### src/rtl/tube_readout_ctrl_if.sv
// ---------------------------------------------------------------------------
// tube_readout_ctrl_if
//   Readout FIFO write port shared between the tube readout sequencer and the
//   event FIFO.
//
//   fifo_full   FIFO -> sequencer   FIFO cannot accept a word this cycle
//   fifo_din    sequencer -> FIFO   word presented for writing
//   fifo_wr_en  sequencer -> FIFO   word accepted on each rising clk edge where high
//
//   master: the sequencer (writer); slave: the FIFO (reader).
// ---------------------------------------------------------------------------
interface tube_readout_ctrl_if;
   logic       fifo_full;
   logic [7:0] fifo_din;
   logic       fifo_wr_en;

   modport master (
      input  fifo_full,
      output fifo_din,
      output fifo_wr_en
   );

   modport slave (
      output fifo_full,
      input  fifo_din,
      input  fifo_wr_en
   );
endinterface

### src/rtl/tube_readout_ctrl.sv
// ---------------------------------------------------------------------------
// tube_readout_ctrl
//   Event sequencer for the per-tube drift-time counter bank. On a rising
//   scintillator trigger it:
//   - opens the counter gate for GATE_CYCLES;
//   - waits SETTLE_CYCLES;
//   - streams a header word (event number) and one 8-bit count per tube into
//     the readout FIFO, stalling while the FIFO is full;
//   - clears the counters for one cycle, then holds them cleared for
//     HOLDOFF_CYCLES before re-arming.
//   Triggers seen while busy are dropped and counted.
//
// Ports
//   clk           system clock, rising edge
//   clr           asynchronous active-high reset
//   scin_trig     trigger level, synchronous to clk
//   tube_data     packed tube counts, tube i at [8i+7:8i]
//   fifo          readout FIFO write port (master side)
//   gate_en       gate enable to all tube counters
//   tube_clr      clear to all tube counters
//   busy          high whenever the sequencer is not idle
//   event_num     events completed since reset (wraps)
//   dropped_trig  triggers ignored while busy (saturates at 255)
// ---------------------------------------------------------------------------
module tube_readout_ctrl #(
   parameter int unsigned NUM_TUBES      = 8,
   parameter int unsigned GATE_CYCLES    = 255,
   parameter int unsigned SETTLE_CYCLES  = 2,
   parameter int unsigned HOLDOFF_CYCLES = 16
) (
   input  logic                   clk,
   input  logic                   clr,
   input  logic                   scin_trig,
   input  logic [8*NUM_TUBES-1:0] tube_data,
   tube_readout_ctrl_if.master    fifo,
   output logic                   gate_en,
   output logic                   tube_clr,
   output logic                   busy,
   output logic [7:0]             event_num,
   output logic [7:0]             dropped_trig
);

   localparam int unsigned IdxW = (NUM_TUBES > 1) ? $clog2(NUM_TUBES) : 1;

   // Counters are loaded with N-1 and the phase ends on the cycle they read 0,
   // so each phase lasts exactly N cycles.
   localparam logic [15:0]     GateLoad    = 16'(GATE_CYCLES - 1);
   localparam logic [15:0]     SettleLoad  = 16'(SETTLE_CYCLES - 1);
   localparam logic [15:0]     HoldoffLoad = 16'(HOLDOFF_CYCLES - 1);
   localparam logic [IdxW-1:0] LastIdx     = IdxW'(NUM_TUBES - 1);

   typedef enum logic [2:0] {
      StIdle,
      StGate,
      StSettle,
      StHeader,
      StRead,
      StClear,
      StHoldoff
   } state_e;

   state_e          state_q, state_d;
   logic [15:0]     cnt_q, cnt_d;
   logic [IdxW-1:0] idx_q, idx_d;
   logic [7:0]      event_num_q, event_num_d;
   logic [7:0]      dropped_q, dropped_d;
   logic            prev_trig_q;

   logic            trig_edge;
   logic            wr_phase;
   logic [7:0]      din;
   logic [7:0]      tube_word;

   assign trig_edge = scin_trig & ~prev_trig_q;

   // ------------------------------------------------------------------------
   // State registers
   // ------------------------------------------------------------------------
   always_ff @(posedge clk or posedge clr) begin
      if (clr) begin
         state_q     <= StIdle;
         cnt_q       <= '0;
         idx_q       <= '0;
         event_num_q <= '0;
         dropped_q   <= '0;
         // Reset to 1 so a trigger level held across reset is not an edge.
         prev_trig_q <= 1'b1;
      end else begin
         state_q     <= state_d;
         cnt_q       <= cnt_d;
         idx_q       <= idx_d;
         event_num_q <= event_num_d;
         dropped_q   <= dropped_d;
         prev_trig_q <= scin_trig;
      end
   end

   // ------------------------------------------------------------------------
   // Tube count selected by the read index
   // ------------------------------------------------------------------------
   always_comb begin
      tube_word = '0;
      for (int i = 0; i < int'(NUM_TUBES); i++) begin
         if (idx_q == IdxW'(i)) begin
            tube_word = tube_data[8*i +: 8];
         end
      end
   end

   // ------------------------------------------------------------------------
   // Next-state and outputs
   // ------------------------------------------------------------------------
   always_comb begin
      state_d     = state_q;
      cnt_d       = cnt_q;
      idx_d       = idx_q;
      event_num_d = event_num_q;
      gate_en     = 1'b0;
      tube_clr    = 1'b0;
      wr_phase    = 1'b0;
      din         = 8'h00;

      unique case (state_q)
         StIdle: begin
            tube_clr = 1'b1;
            if (trig_edge) begin
               state_d = StGate;
               cnt_d   = GateLoad;
            end
         end

         StGate: begin
            gate_en = 1'b1;
            if (cnt_q == '0) begin
               state_d = StSettle;
               cnt_d   = SettleLoad;
            end else begin
               cnt_d = cnt_q - 16'd1;
            end
         end

         StSettle: begin
            if (cnt_q == '0) begin
               state_d = StHeader;
            end else begin
               cnt_d = cnt_q - 16'd1;
            end
         end

         StHeader: begin
            wr_phase = 1'b1;
            din      = event_num_q;
            if (!fifo.fifo_full) begin
               state_d = StRead;
               idx_d   = '0;
            end
         end

         StRead: begin
            wr_phase = 1'b1;
            din      = tube_word;
            if (!fifo.fifo_full) begin
               if (idx_q == LastIdx) begin
                  state_d = StClear;
               end else begin
                  idx_d = idx_q + IdxW'(1);
               end
            end
         end

         StClear: begin
            tube_clr    = 1'b1;
            event_num_d = event_num_q + 8'd1;
            if (HOLDOFF_CYCLES == 0) begin
               state_d = StIdle;
            end else begin
               state_d = StHoldoff;
               cnt_d   = HoldoffLoad;
            end
         end

         StHoldoff: begin
            tube_clr = 1'b1;
            if (cnt_q == '0) begin
               state_d = StIdle;
            end else begin
               cnt_d = cnt_q - 16'd1;
            end
         end

         default: begin
            tube_clr = 1'b1;
            state_d  = StIdle;
         end
      endcase
   end

   // Any trigger edge outside idle is ignored; count it, saturating.
   always_comb begin
      dropped_d = dropped_q;
      if (trig_edge && (state_q != StIdle) && (dropped_q != 8'hff)) begin
         dropped_d = dropped_q + 8'd1;
      end
   end

   assign fifo.fifo_din   = din;
   assign fifo.fifo_wr_en = wr_phase & ~fifo.fifo_full;
   assign busy            = (state_q != StIdle);
   assign event_num       = event_num_q;
   assign dropped_trig    = dropped_q;

   // Gate and clear must never fight over the counters.
   a_gate_clr_excl: assert property (@(posedge clk) disable iff (clr) !(gate_en && tube_clr));
   a_no_write_full: assert property (@(posedge clk) disable iff (clr)
                                     !(fifo.fifo_wr_en && fifo.fifo_full));

endmodule

### src/flat_wrapper.sv
// flat-port wrapper written by rule: the top's interface ports become plain ports
module tube_readout_ctrl_flat 
#(
   parameter int unsigned NUM_TUBES      = 8,
   parameter int unsigned GATE_CYCLES    = 255,
   parameter int unsigned SETTLE_CYCLES  = 2,
   parameter int unsigned HOLDOFF_CYCLES = 16
)
  (clk, clr, scin_trig, tube_data, gate_en, tube_clr, busy, event_num, dropped_trig, fifo_fifo_full, fifo_fifo_din, fifo_fifo_wr_en);
  tube_readout_ctrl_if fifo_i ();
  input  logic clk;
  input  logic clr;
  input  logic scin_trig;
  input  logic [8*NUM_TUBES-1:0] tube_data;
  output logic gate_en;
  output logic tube_clr;
  output logic busy;
  output logic [7:0] event_num;
  output logic [7:0] dropped_trig;
  input wire logic [$bits(fifo_i.fifo_full)-1:0] fifo_fifo_full;
  output wire logic [$bits(fifo_i.fifo_din)-1:0] fifo_fifo_din;
  output wire logic [$bits(fifo_i.fifo_wr_en)-1:0] fifo_fifo_wr_en;
  assign fifo_i.fifo_full = fifo_fifo_full;
  assign fifo_fifo_din = fifo_i.fifo_din;
  assign fifo_fifo_wr_en = fifo_i.fifo_wr_en;
  tube_readout_ctrl #(.NUM_TUBES(NUM_TUBES), .GATE_CYCLES(GATE_CYCLES), .SETTLE_CYCLES(SETTLE_CYCLES), .HOLDOFF_CYCLES(HOLDOFF_CYCLES)) u_core (.clk(clk), .clr(clr), .scin_trig(scin_trig), .tube_data(tube_data), .fifo(fifo_i), .gate_en(gate_en), .tube_clr(tube_clr), .busy(busy), .event_num(event_num), .dropped_trig(dropped_trig));
endmodule
### config.mk
export PLATFORM = sky130hd
export DESIGN_NAME = tube_readout_ctrl_flat
export DESIGN_NICKNAME = d
export VERILOG_FILES = /design/src/rtl/tube_readout_ctrl_if.sv /design/src/rtl/tube_readout_ctrl.sv /design/src/flat_wrapper.sv
export SDC_FILE = /design/constraint.sdc
export NUM_CORES = 1
export LEC_CHECK = 0
export BUFFER_PORTS_ARGS = -buffer_cell sky130_fd_sc_hd__buf_2
export CORE_ASPECT_RATIO = 1.1
export CORE_MARGIN = 3
export CORE_UTILIZATION = 56
export DETAILED_ROUTE_END_ITERATION = 8
export PLACE_DENSITY = 0.95
export SYNTH_ARGS = -nofsm -noshare
export SYNTH_HDL_FRONTEND = slang
export SYNTH_SLANG_ARGS = --single-unit
### constraint.sdc
create_clock -name clk -period 3.9 [get_ports clk]
set_input_delay 0.78 -clock clk [delete_from_list [all_inputs] [get_ports clk]]
set_output_delay 0.78 -clock clk [all_outputs]
set_load 0.005 [all_outputs]
### Word level (Yosys, flattened, before mapping)

Index checks and enable logic that the tools add are counted.

| operators by class | value |
|---|---|
| $add $sub $neg | 4 |
| $mul | 0 |
| divide/modulo/power cells | 0 |
| magnitude comparators | 0 |
| equal/unequal tests | 23 |
| shift-type cells | 0 |
| multiplexer cells | 28 |
| bitwise logic cells | 4 |
| reduce and logical (&&, ||, !) cells | 14 |

Operators by type and width:

| operator | number |
|---|---|
| 2-to-1 mux 8 bit | 8 |
| case mux 16 bit (4 select lines) | 1 |
| 2-to-1 mux 16 bit | 3 |
| 2-to-1 mux 3 bit | 10 |
| equality test 3 bit, second input constant | 7 |
| case mux 3 bit (7 select lines) | 1 |
| adder 8 x 1 -> 8 bit, second input constant | 2 |
| logical NOT 16 bit | 1 |
| case mux 8 bit (2 select lines) | 1 |
| subtractor 16 x 1 -> 16 bit, second input constant | 1 |
| equality test 3 x 2 -> 1 bit, second input constant | 4 |
| != test 2 x 1 -> 1 bit, second input constant | 5 |
| != test 2 bit, second input constant | 4 |
| != test 8 bit, second input constant | 1 |
| AND reduction 7 bit | 1 |
| equality test 3 x 1 -> 1 bit, second input constant | 2 |
| logical NOT 3 bit | 2 |
| case mux 3 bit (2 select lines) | 1 |
| AND reduction 4 bit | 1 |
| nonzero test 4 bit | 1 |
| OR reduction 2 bit | 2 |
| OR reduction 4 bit | 1 |
| adder 3 x 1 -> 3 bit, second input constant | 1 |
| 2-to-1 mux 1 bit | 3 |
| 6 further kinds | 9 |

| storage, ports and cells | value |
|---|---|
| flip-flop bits (word level) | 39 |
| bits in latches | 0 |
| bits in writable memories | 0 |
| memory bits (read-only) | 0 |
| input bits | 68 |
| output and inout bits | 28 |
| memories kept | 0 |

### Longest topological paths before layout

Gate-level depths: netlist (run 1).

| depth | value |
|---|---|
| depth after elaboration | 10 |
| gate-level depth with buffers | 9 |
| depth with buffers taken out | 7 |

### Least setup slack after synthesis (run 1)

OpenSTA, ideal clock, no wires.

| path | value |
|---|---|
| kind | flip-flop to output port |
| from | reg u_core.idx_q[2] |
| to | out fifo_fifo_din[0] |
| data arrival time | 1775 ps |
| data required time | 3120 ps |
| slack | 1345 ps |
| stages on the path, launching flop included | 8 |
| buffers on the path | 2 |
| cells stage by stage | dfrtp_1 -> clkinv_1 -> ha_1 -> clkbuf_1 -> clkbuf_1 -> o41ai_1 -> a21oi_1 -> o21ai_1 |

| on the way | value |
|---|---|
| longest elaborated chain between the ends | 10 |
| elaborated cells on any way between the ends | 17 |

Ends and longest elaborated chain:

| what | line | RTL |
|---|---|---|
| start: declaration | tube_readout_ctrl.sv:64 | `logic [IdxW-1:0] idx_q, idx_d;` |
| start signal: assignment | tube_readout_ctrl.sv:91 | `idx_q <= idx_d;` |
| logical NOT 3 bit | tube_readout_ctrl.sv:104 | `if (idx_q == IdxW'(i)) begin` |
| 2-to-1 mux 8 bit (7 in series) | tube_readout_ctrl.sv:104 |  |
| 2-to-1 mux 8 bit * | tube_readout_ctrl.sv:104 |  |
| case mux 8 bit (2 select lines) * | tube_readout_ctrl.sv:123 | `unique case (state_q)` |
| end: declaration | flat_wrapper.sv:21 | `output wire logic [$bits(fifo_i.fifo_din)-1:0] fifo_fifo_din;` |

Every way passes the cells marked *; elsewhere a longest branch is shown, timed or not.

### Worst setup path in the final report (run 1)

| path | value |
|---|---|
| from | reg u_core.idx_q[2] |
| to | out fifo_fifo_din[1] |

Same word-level chain as after synthesis.

==> results of run 1 <==
-- critical path, delay by kind of cell (launching register included) --
family / cells / cell delay (ns)
AOI/OAI and AO/OA: 3 / 0.51
and+or+nand+nor: 2 / 0.31
adders and majority gates: 1 / 0.49
DFF: 1 / 0.63
buffers and inverters: 2 / 0.49
-- metrics by stage --
stage / total power [mW] / hold slack [ns]
after floorplan: 1.61 / 0.451
after global placement: 1.89 / 0.472
after detailed placement: 1.93 / 0.499
after CTS: 2.21 / 0.514
after global routing: 2.42 / 0.538
final: 2.22 / 0.505
-- placed cells by master (no fill, tap or decap), drive strengths merged, types with 2 or more instances in the layout --
cell    instances
buf            97
dfrtp          38
nand2          35
o21ai          35
nor2           33
a21oi          33
inv            23
nor3           15
xnor2          10
ha              9
a221oi          8
xor2            7
a31oi           7
a32o            7
a21boi          6
nand4           6
clkbuf          6
nor4            6
nand2b          4
nand3           4
nor2b           4
a21o            4
nor3b           4
nand3b          3
and3            3
a211oi          3
o22a            3
or3             3
o22ai           3
o21bai          2
a22o            2
a22oi           2
mux2            2
clkinv          2
-- report_power, final --
part           internal (mW)  leakage (nW)  switching, mW  total (mW)
clock network          0.125        0.0412          0.139       0.264
registers              0.516         0.496          0.223       0.738
logic                  0.517          1.15          0.698        1.21
total                   1.16          1.69           1.06        2.22
-- flip-flops by register name (all words and copies together), names as in the netlist --
| register | count |
|---|---|
| u_core.event_num | 8 |
| u_core.prev_trig_q | 1 |
| u_core.dropped_trig | 8 |
| u_core.idx_q | 3 |
| u_core.cnt_q | 16 |
| u_core.state_q | 3 |
-- area by class of cell --
cell class              count  area share (%)
flip-flops and latches     39            27.4
inverters                  24            2.53
clock inverters             2           0.351
well taps                  72            2.53
repair buffers             97            13.8
multi-input cells         280            51.4
clock buffers               6            2.04
-- worst paths after layout --
kind,to,start,cells past startpoint
min reg2reg,u_core.dropped_trig[6],u_core.dropped_trig[6],1
min,u_core.dropped_trig[6],u_core.dropped_trig[6],1
max reg2reg,u_core.cnt_q[2],u_core.cnt_q[0],7
min in group asynchronous,u_core.dropped_trig[1],clr,3
max in group asynchronous,u_core.prev_trig_q,clr,3
max,fifo_fifo_din[1],u_core.idx_q[2],8
-- kinds of logic after synthesis --
| family | synth area share, % |
|---|---|
| multiplexers | 0.746 |
| AO/OA/AOI/OAI | 28.0 |
| adder cells (fa/ha/maj) | 3.73 |
| XOR/XNOR | 4.93 |
| AND/OR/NAND/NOR | 23.2 |
| flip-flops | 32.4 |
| buffers and inverters | 7.04 |
-- routing by layer --
metal  GRT usage [%]  vias up  wire (um)
met5               0        -          0
met1            31.5     1423       3240
li1                -     1488          -
met3            5.53       30        661
met4            10.9        0        252
met2            44.1      171       4010
==> reports/metrics.csv, run 1 <==
stage,metric,value,unit
outcome,run status,completed,
timing,post-route setup slack,0.392,ns
cells_and_area,Antenna Cells,0,
place,hpwl dp,6.09,mm
clocking,Resized Gates After CTS,0,
timing,minimum clock period,3.51,ns
clocking,clock root buffer,clkbuf_8,
detailed_routing,final wirelength,8.17,mm
place,number of I/O port buffers,95,
global_route,grt ovf,0,
timing,clock skew,0.00428,ns
clocking,clock latency on the worst-skew pair,0.29,ns
clocking,H-tree levels,2,
cells_and_area,final core occ,69.8,%
logic_synthesis,post-synth top area cell,dfrtp_1,
die,die area,6310,um^2
logic_synthesis,ys async rst share,100,%
critical_path,startpoint types,flop,
power_and_ir_drop,pwr/cell area,623,nW/um^2
detailed_routing,DRC viols,0,
detailed_routing,vias,3112,
place,placed insts,512,
logic_synthesis,largest cells by area after synthesis,"dfrtp_1, a21oi_1, o21ai_0",
cells_and_area,"non-filler cells, final",520,
critical_path,CP max stage delay,0.63,ns
critical_path,kind of critical path,flop to primary output,
cells_and_area,Multi-input gate area,1830,um^2
timing,setup_tns,0,ns
logic_synthesis,top-count cell post-synth,dfrtp_1,
logic_synthesis,"Distinct cells, synth",67,
cells_and_area,Layout area overhead,18.0,%
global_route,antenna violations before repair,0,
logic_synthesis,yosys warns,0,
logic_synthesis,register bit count reported by yosys,39,
clocking,CTS Hold Buffers Added,0,
critical_path,arrival time worst endpoint,2.73,ns
worst_hold_path,Hold Crit Class,flop to flop,
critical_path,ordered list of cells on the worst path,clkinv_1 > ha_1 > nand2_1 > a221oi_1 > nor3_1 > o21ai_0 > a32o_1 > buf_2,
die,height of the chip,83.0,um
place,pre-CTS setup slack,0.795,ns
clocking,Max clock buf depth,2,
critical_path,r2r setup slk,1.52,ns
timing,RSZ-0062 raised after global routing,no,
timing,period utilization,90.0,%
cells_and_area,fill count,416,
global_route,GRT Total Usage,25.8,%
clocking,setup repair bufs after CTS,0,
timing,final setup vio count,0,
cells_and_area,layout cells sized above 1,27.2,%
power_and_ir_drop,Leakage Power,1.69,nW
die,floorplan row count,27,
critical_path,Slowest cell on crit path,dfrtp_1,
die,Initial Util,59.2,%
place,DP Area,3480,um^2
critical_path,Worst Path Max Fanout,17,
critical_path,Critical Path End Type,primary output,
logic_synthesis,Syn Area/Cell,8.20,um^2
global_route,first-pass GRT wire length,13.4,mm
timing,Fmax,285,MHz
global_route,number of global-route vias before repair,2885,
die,die width,76.0,um
cells_and_area,Final #Nets,524,
timing,Final Hold Fails,0,
logic_synthesis,sequential share of the synthesized area,32.4,%
logic_synthesis,Commonest cells post-synth,"dfrtp_1, nand2_1, a21oi_1, nor2_1, o21ai_0",
die,core area,5100,um^2
power_and_ir_drop,peak supply drop,0.348,mV
logic_synthesis,Post-Syn Instances,368,
detailed_routing,Via density,5.98,
detailed_routing,DRT iter0 DRCs,250,
clocking,CTS buffer count,5,
place,GP Congestion,0.934,
detailed_routing,WL/cell,15.7,um
cells_and_area,FF+latch area,977,um^2
clocking,clock-pin slew on the worst setup and hold paths,0.08,ns
die,# IOs,96,
logic_synthesis,Mapped Area,3020,um^2
detailed_routing,ANT nets after route,0,
clocking,CTS tree,yes,
logic_synthesis,net count after synthesis,445,
clocking,clock sink count,39,
detailed_routing,DR pass1 iterations,5,
timing,Max-slew headroom,43.9,%
timing,Max Slew Vio Count,0,
logic_synthesis,share of the synthesized area in the top cell type,31.5,%
timing,Worst-Margin Slew,0.841,ns
cells_and_area,fin area,3560,um^2
critical_path,Critical Path RT,3.12,ns
logic_synthesis,number of flops mapped to enable cells by yosys,0,
logic_synthesis,Synth Flop Type,dfrtp_1,
global_route,largest net degree at the start of global routing,40,
flow_run,maxcap violations,0,
Note: power is estimated with default switching activity, not from simulation.
==> inputs of run 2 (changes only) <==
--- a/config.mk
+++ b/config.mk
@@ -5,10 +5,10 @@
 export SDC_FILE = /design/constraint.sdc
 export NUM_CORES = 1
 export LEC_CHECK = 0
+export ABC_AREA = 1
 export BUFFER_PORTS_ARGS = -buffer_cell sky130_fd_sc_hd__buf_2
-export CORE_ASPECT_RATIO = 1.1
 export CORE_MARGIN = 3
-export CORE_UTILIZATION = 56
+export CORE_UTILIZATION = 58
 export DETAILED_ROUTE_END_ITERATION = 8
 export PLACE_DENSITY = 0.95
 export SYNTH_ARGS = -nofsm -noshare
==> reports/metrics.csv, run 2 <==
stage,metric,value,unit,change
clocking,Resized Gates After CTS,0,,unchanged
outcome,run status,completed,,unchanged
cells_and_area,"commonest cells after routing, fill and taps aside","nand2_1, buf_2, inv_1",,"was buf_2, dfrtp_1, nand2_1"
logic_synthesis,register bit count reported by yosys,39,,unchanged
global_route,grt ovf,0,,unchanged
clocking,clock-pin slew on the worst setup and hold paths,0.08,ns,about the same
cells_and_area,"commonest non-fill, non-tap cell in the layout",nand2_1,,was buf_2
cells_and_area,Layout area overhead,18.7,%,was 18.0%
cells_and_area,Largest Register,u_core.cnt_q,,unchanged
logic_synthesis,Mapped Area,3460,um^2,was 3020 um^2
detailed_routing,DR pass1 iterations,5,,unchanged
logic_synthesis,Synth Flop Type,dfrtp_1,,unchanged
die,die width,83.3,um,was 76.0 um
place,DP Area,3990,um^2,was 3480 um^2
clocking,setup repair bufs after CTS,0,,unchanged
timing,final hold slack,0.529,ns,was 0.505 ns
logic_synthesis,Syn Area/Cell,6.29,um^2,was 8.20 um^2
cells_and_area,layout cells sized above 1,23.7,%,was 27.2%
clocking,CTS Hold Buffers Added,0,,unchanged
critical_path,ordered list of cells on the worst path,inv_1 > ha_1 > nand2_1 > inv_1 > nor2_1 > nand2_1 > nand2_1 > nand2_1 > nand2_1 > nand2_1 > nand2_1 > buf_2,,was clkinv_1 > ha_1 > nand2_1 > a221oi_1 > nor3_1 > o21ai_0 > a32o_1 > buf_2
clocking,Max clock buf depth,2,,unchanged
timing,Max-slew headroom,65.7,%,was 43.9%
clocking,clock root buffer,clkbuf_8,,unchanged
critical_path,r2r worst-path depth,11,,was 7
critical_path,Critical Path RT,3.12,ns,about the same
timing,final setup vio count,0,,unchanged
detailed_routing,Via density,5.26,,was 5.98
timing,clock skew,0.0103,ns,was 0.00428 ns
detailed_routing,DRT iter0 DRCs,244,,was 250
die,Initial Util,61.4,%,was 59.2%
die,# IOs,96,,unchanged
flow_run,maxcap violations,0,,unchanged
global_route,largest net degree at the start of global routing,40,,unchanged
global_route,number of global-route vias before repair,3399,,was 2885
power_and_ir_drop,Leakage Power,2.41,nW,was 1.69 nW
critical_path,crit-path leading delay family,simple AND/OR/NAND/NOR gates,,was flip-flops
detailed_routing,ANT nets after route,0,,unchanged
timing,post-route setup slack,0.774,ns,was 0.392 ns
cells_and_area,max reg flops,16,,unchanged
timing,Fmax,320,MHz,was 285 MHz
logic_synthesis,"Distinct cells, synth",37,,was 67
critical_path,Critical Path End Type,primary output,,unchanged
place,GP Congestion,1.02,,was 0.934
critical_path,most frequent CP cell,nand2_1,,
logic_synthesis,number of flops mapped to enable cells by yosys,0,,unchanged
logic_synthesis,post-synth top area cell,dfrtp_1,,unchanged
clocking,H-tree levels,2,,unchanged
timing,setup_tns,0,ns,unchanged
cells_and_area,fin area,4110,um^2,was 3560 um^2
critical_path,Critical R2R Capture,u_core.cnt_q[7],,was u_core.cnt_q[2]
timing,Worst-Margin Slew,0.514,ns,was 0.841 ns
place,pre-CTS setup slack,1.10,ns,was 0.795 ns
logic_synthesis,top-count cell post-synth,nand2_1,,was dfrtp_1
logic_synthesis,sequential share of the synthesized area,28.2,%,was 32.4%
critical_path,arrival time worst endpoint,2.35,ns,was 2.73 ns
die,height of the chip,83.3,um,was 83.0 um
detailed_routing,DRC viols,0,,unchanged
critical_path,kind of critical path,flop to primary output,,unchanged
cells_and_area,Final #Nets,721,,was 524
clocking,CTS tree,yes,,unchanged
cells_and_area,Antenna Cells,0,,unchanged
clocking,clock sink count,39,,unchanged
critical_path,CP max stage delay,0.49,ns,was 0.63 ns
logic_synthesis,Commonest cells post-synth,"nand2_1, inv_1, nor2_1",,"was dfrtp_1, nand2_1, a21oi_1, nor2_1, o21ai_0"
logic_synthesis,largest cells by area after synthesis,"dfrtp_1, nand2_1, inv_1",,"was dfrtp_1, a21oi_1, o21ai_0"
worst_hold_path,hold endpoint,u_core.event_num[7],,was u_core.dropped_trig[6]
global_route,antenna violations before repair,0,,unchanged
timing,RSZ-0062 raised after global routing,no,,unchanged
timing,Final Hold Fails,0,,unchanged
clocking,clock latency on the worst-skew pair,0.30,ns,was 0.29 ns
place,number of I/O port buffers,95,,unchanged
place,hpwl dp,6.97,mm,was 6.09 mm
die,core area,5640,um^2,was 5100 um^2
die,die area,6930,um^2,was 6310 um^2
worst_hold_path,Hold Crit Class,flop to flop,,unchanged
die,floorplan row count,27,,unchanged
timing,period utilization,80.1,%,was 90.0%
critical_path,CP bufs+invs,3,,was 2
detailed_routing,vias,3768,,was 3112
critical_path,Slowest cell on crit path,ha_1,,was dfrtp_1
critical_path,r2r setup slk,1.83,ns,was 1.52 ns
cells_and_area,fill count,473,,was 416
power_and_ir_drop,pwr/cell area,259,nW/um^2,was 623 nW/um^2
logic_synthesis,share of the synthesized area in the top cell type,27.5,%,was 31.5%
clocking,CTS buffer count,5,,unchanged
critical_path,Worst Path Max Fanout,17,,unchanged
critical_path,reg-to-reg startpoint,u_core.cnt_q[0],,unchanged
timing,Max Slew Vio Count,0,,unchanged
timing,minimum clock period,3.13,ns,was 3.51 ns
power_and_ir_drop,Tot Pwr,1.06,mW,was 2.22 mW
logic_synthesis,ys async rst share,100,%,unchanged
detailed_routing,WL/cell,12.5,um,was 15.7 um
logic_synthesis,Post-Syn Instances,550,,was 368
logic_synthesis,net count after synthesis,627,,was 445
logic_synthesis,yosys warns,0,,unchanged
global_route,GRT Total Usage,26.4,%,was 25.8%
worst_hold_path,hold depth,1,,unchanged
worst_hold_path,hold_sp,u_core.event_num[7],,was u_core.dropped_trig[6]
detailed_routing,final wirelength,8.96,mm,was 8.17 mm
critical_path,startpoint types,flop,,unchanged
power_and_ir_drop,peak supply drop,0.332,mV,was 0.348 mV
global_route,first-pass GRT wire length,15.3,mm,was 13.4 mm
[run 2: cell count changes after synthesis, sizes merged, moves of 10 or more]
cell / before / now
nand2: 35 / 195
inv: 23 / 88
a21oi: 33 / 5
nor3: 15 / 5
nor2: 33 / 74
clkbuf: 17 / 6
nand3: 4 / 53
[run 2: power by group]
group          switching (mW)  internal [mW]  leakage, nW
sequential             0.0444          0.438        0.488
combinational           0.121          0.105         1.86
clock                   0.149          0.207       0.0612
[run 2: logic make-up after synthesis]
family | count (synthesis) | synth area share (%)
AO/OA/AOI/OAI | 40 | 6.69
XOR/XNOR | 20 | 5.06
adder cells (fa/ha/maj) | 9 | 3.25
buffers and inverters | 98 | 11.0
flip-flops | 39 | 28.2
multiplexers | 2 | 0.650
AND/OR/NAND/NOR | 342 | 45.1
[run 2: worst reg2reg max path, cell delays in order, from the launching register on]
cell	delay, ns
dfrtp_1	0.38
inv_1	0.16
ha_1	0.24
nand2_1	0.07
nor2_1	0.20
nand2_1	0.10
nor2_1	0.19
nand3_1	0.16
nand2_1	0.19
o21ai_0	0.13
o21ai_0	0.10
inv_1	0.05
[run 2: area by class of cell]
type / count / area [um^2] / share of cell area, %
clock buffer: 6 / 82.6 / 2.01
clock inverter: 2 / 35.0 / 0.853
inverter: 89 / 338 / 8.22
multi-input combinational: 413 / 2100 / 51.2
sequential: 39 / 977 / 23.8
tap: 72 / 90.1 / 2.19
timing repair buffer: 96 / 483 / 11.8
[run 2: how the worst max path moves through the flow]
stage / start / cells past startpoint / slack (ns) / endpoint
final: u_core.idx_q[1] / 12 / 0.77 / fifo_fifo_din[0]
after global routing: u_core.idx_q[1] / 12 / 0.52 / fifo_fifo_din[0]
after CTS: u_core.idx_q[1] / 12 / 0.79 / fifo_fifo_din[0]
after detailed placement: u_core.idx_q[1] / 12 / 1.10 / fifo_fifo_din[0]
after global placement: u_core.idx_q[1] / 12 / 1.19 / fifo_fifo_din[0]
after floorplan: u_core.idx_q[2] / 15 / 1.31 / fifo_fifo_din[1]
[run 2: per-stage QoR]
| step | std cells | util (%) |
|---|---|---|
| 2_1_floorplan | 550 | - |
| 3_3_place_gp | 709 | 70.7 |
| 3_5_place_dp | 709 | 70.7 |
| 4_1_cts | 717 | 72.8 |
| 5_1_grt | 717 | 72.8 |
| 6_report | 717 | 72.8 |
[run 2: routing by layer]
layer | GRT usage (%) | share of wire [%] | vias up
li1 | - | - | 1877
met1 | 34.4 | 44 | 1702
met2 | 45.0 | 47 | 174
met3 | 4.56 | 7.5 | 15
met4 | 6.98 | 1.6 | 0
met5 | 0 | 0 | -
==> inputs of run 3 (changes only) <==
--- a/config.mk
+++ b/config.mk
@@ -8,9 +8,9 @@
 export ABC_AREA = 1
 export BUFFER_PORTS_ARGS = -buffer_cell sky130_fd_sc_hd__buf_2
 export CORE_MARGIN = 3
-export CORE_UTILIZATION = 58
+export CORE_UTILIZATION = 48
 export DETAILED_ROUTE_END_ITERATION = 8
-export PLACE_DENSITY = 0.95
+export PLACE_DENSITY = 0.85
 export SYNTH_ARGS = -nofsm -noshare
 export SYNTH_HDL_FRONTEND = slang
 export SYNTH_SLANG_ARGS = --single-unit
==> constraint.sdc (replaced) <==
create_clock -name clk -period 2.6 [get_ports clk]
set_input_delay 0.52 -clock clk [delete_from_list [all_inputs] [get_ports clk]]
set_output_delay 0.52 -clock clk [all_outputs]
set_load 0.005 [all_outputs]
==> reports/metrics.csv, run 3 (synthesis gave the netlist of run 2 again) <==
stage,metric,value,unit,change
outcome,run status,completed,,unchanged
detailed_routing,final wirelength,9.01,mm,was 8.96 mm
detailed_routing,DRT iter0 DRCs,195,,was 244
detailed_routing,ANT nets after route,0,,unchanged
cells_and_area,max reg flops,16,,unchanged
timing,final setup vio count,0,,unchanged
critical_path,Critical Path End Type,primary output,,unchanged
clocking,clock latency on the worst-skew pair,0.29,ns,was 0.30 ns
global_route,grt ovf,0,,unchanged
place,DP Area,4040,um^2,was 3990 um^2
critical_path,arrival time worst endpoint,1.98,ns,was 2.35 ns
cells_and_area,"commonest cells after routing, fill and taps aside","nand2_1, buf_2, inv_1",,unchanged
power_and_ir_drop,Combinational Power Share,24.6,%,was 21.2%
place,pre-CTS setup slack,0.178,ns,was 1.10 ns
global_route,first-pass GRT wire length,14.9,mm,was 15.3 mm
detailed_routing,Via density,5.06,,was 5.26
timing,period utilization,96.2,%,
cells_and_area,Layout area overhead,22.8,%,was 18.7%
detailed_routing,DRC viols,0,,unchanged
critical_path,Slowest cell on crit path,dfrtp_2,,was ha_1
critical_path,most frequent CP cell,nand2_1,,unchanged
place,GP Congestion,0.938,,was 1.02
timing,RSZ-0062 raised after global routing,yes,,was no
worst_hold_path,Hold Crit Class,input pin to async pin,,was flop to flop
clocking,CTS tree,yes,,unchanged
power_and_ir_drop,peak supply drop,0.420,mV,was 0.332 mV
global_route,antenna violations before repair,0,,unchanged
timing,Final Hold Fails,0,,unchanged
power_and_ir_drop,Power Internal,1.02,mW,was 750 uW
die,die area,8270,um^2,was 6930 um^2
critical_path,Critical Path RT,2.08,ns,was 3.12 ns
critical_path,ordered list of cells on the worst path,inv_1 > buf_4 > nand2_1 > buf_4 > nand3_1 > nand2_1 > nand2_1 > nand2_1 > nand2_1 > nand2_1 > nand2_1 > nand2_1 > nand2_1 > buf_2,,was inv_1 > ha_1 > nand2_1 > inv_1 > nor2_1 > nand2_1 > nand2_1 > nand2_1 > nand2_1 > nand2_1 > nand2_1 > buf_2
clocking,CTS Hold Buffers Added,0,,unchanged
power_and_ir_drop,sw power,458,uW,was 315 uW
flow_run,maxcap violations,0,,unchanged
cells_and_area,FF+latch area,978,um^2,was 977 um^2
cells_and_area,Multi-input gate area,2180,um^2,was 2100 um^2
clocking,CTS buffer count,5,,unchanged
timing,Worst-Margin Slew,0.478,ns,was 0.514 ns
cells_and_area,fill count,612,,was 473
detailed_routing,DR pass1 iterations,7,,was 5
critical_path,crit-path leading delay family,simple AND/OR/NAND/NOR gates,,unchanged
timing,clock skew,0.00477,ns,was 0.0103 ns
die,Initial Util,50.1,%,was 61.4%
critical_path,CP bufs+invs,4,,was 3
timing,minimum clock period,2.50,ns,
detailed_routing,vias,3793,,was 3768
cells_and_area,Largest Register,u_core.cnt_q,,unchanged
place,number of I/O port buffers,95,,unchanged
global_route,largest net degree at the start of global routing,40,,unchanged
die,floorplan row count,30,,was 27
timing,Max Slew Vio Count,0,,unchanged
power_and_ir_drop,sequential power share,49.0,%,was 45.3%
clocking,clock sink count,39,,unchanged
power_and_ir_drop,Leakage Power,2.44,nW,was 2.41 nW
cells_and_area,"commonest non-fill, non-tap cell in the layout",nand2_1,,unchanged
power_and_ir_drop,clock share of power,26.4,%,was 33.5%
clocking,Max clock buf depth,2,,unchanged
critical_path,startpoint types,flop,,unchanged
place,hpwl dp,7.03,mm,was 6.97 mm
global_route,GRT Total Usage,21.3,%,was 26.4%
die,core area,6910,um^2,was 5640 um^2
global_route,number of global-route vias before repair,3535,,was 3399
clocking,clock root buffer,clkbuf_8,,unchanged
clocking,H-tree levels,2,,unchanged
die,die width,90.9,um,was 83.3 um
clocking,clock-pin slew on the worst setup and hold paths,0.07,ns,was 0.08 ns
die,# IOs,96,,unchanged
cells_and_area,Final #Nets,729,,was 721
power_and_ir_drop,sw frac,31.0,%,was 29.6%
timing,post-route setup slack,0.0982,ns,was 0.774 ns
die,height of the chip,90.9,um,was 83.3 um
power_and_ir_drop,pwr/cell area,347,nW/um^2,was 259 nW/um^2
critical_path,kind of critical path,flop to primary output,,unchanged
cells_and_area,layout cells sized above 1,27.1,%,was 23.7%
critical_path,CP max stage delay,0.45,ns,was 0.49 ns
timing,Max-slew headroom,68.2,%,was 65.7%
critical_path,Worst Path Max Fanout,10,,was 17
detailed_routing,WL/cell,12.0,um,was 12.5 um
timing,Fmax,400,MHz,
cells_and_area,Antenna Cells,0,,unchanged
cells_and_area,fin area,4250,um^2,was 4110 um^2
==> run 3: area by class of cell <==
class                           count  area share [%]
Multi-Input combinational cell    413            51.3
Sequential cell                    39            23.0
Timing Repair Buffer              104            12.9
Inverter                           89            8.09
Tap cell                           96            2.83
Clock buffer                        7            1.80
Clock inverter                      1           0.118
==> run 3: what timing repair did <==
action | CTS | global route
setup endpoints to repair | 8 | 8
cloned | 0 | 1
setup buffers | 0 | 4
gates resized for setup | 9 | 18
pin swaps | 0 | 14
==> run 3: metrics by stage <==
step	hold WS [ns]	cells	TNS [ns]	util (%)	total power, mW
after floorplan	0.488	550	0	-	0.925
after global placement	0.488	736	0	58.6	1.06
after detailed placement	0.506	736	0	58.6	1.08
after CTS	0.333	744	0	60.1	1.47
after global routing	0.330	749	-0.188	61.6	1.58
final	0.324	749	0	61.6	1.47
==> run 3: worst register-to-register path, stage by stage (launching register included) <==
cell,delay (ns)
dfrtp_1,0.36
inv_1,0.15
ha_1,0.24
nand3_1,0.21
nor2_2,0.21
nand3_1,0.11
nand2_2,0.08
clkinv_2,0.09
nand2_8,0.11
inv_4,0.10
o21ai_0,0.21
inv_1,0.06
==> run 3: power by group through the flow <==
stage                     combinational, mW  sequential (mW)  clock (mW)
after CTS                             0.347            0.724       0.402
after global routing                  0.413            0.733       0.431
after global placement                0.334            0.731           0
final                                 0.363            0.723       0.389
after detailed placement              0.344            0.731           0
after floorplan                       0.198            0.727           0
==> run 3: routing by layer <==
layer | vias to the layer above | track usage (%) | part of all wire (%) | wire length [um]
met5 | - | 0 | 0 | 0
met4 | 0 | 5.03 | 1.3 | 116
met3 | 16 | 4.00 | 7.2 | 648
met2 | 154 | 38.3 | 49 | 4430
met1 | 1734 | 26.1 | 42 | 3810
li1 | 1889 | - | - | -
==> run 3: final timing paths <==
check / from / endpoint / slack (ns) / cells past startpoint
worst max-delay path: u_core.idx_q[2] / fifo_fifo_din[0] / 0.1 / 14
worst min-delay path: clr / u_core.dropped_trig[5] / 0.32 / 3
worst max register to register: u_core.cnt_q[0] / u_core.cnt_q[7] / 0.54 / 11
worst min register to register: u_core.dropped_trig[4] / u_core.dropped_trig[4] / 0.52 / 1
max in group asynchronous: clr / u_core.idx_q[2] / 1.91 / 3
min in group clk: scin_trig / u_core.prev_trig_q / 0.34 / 1
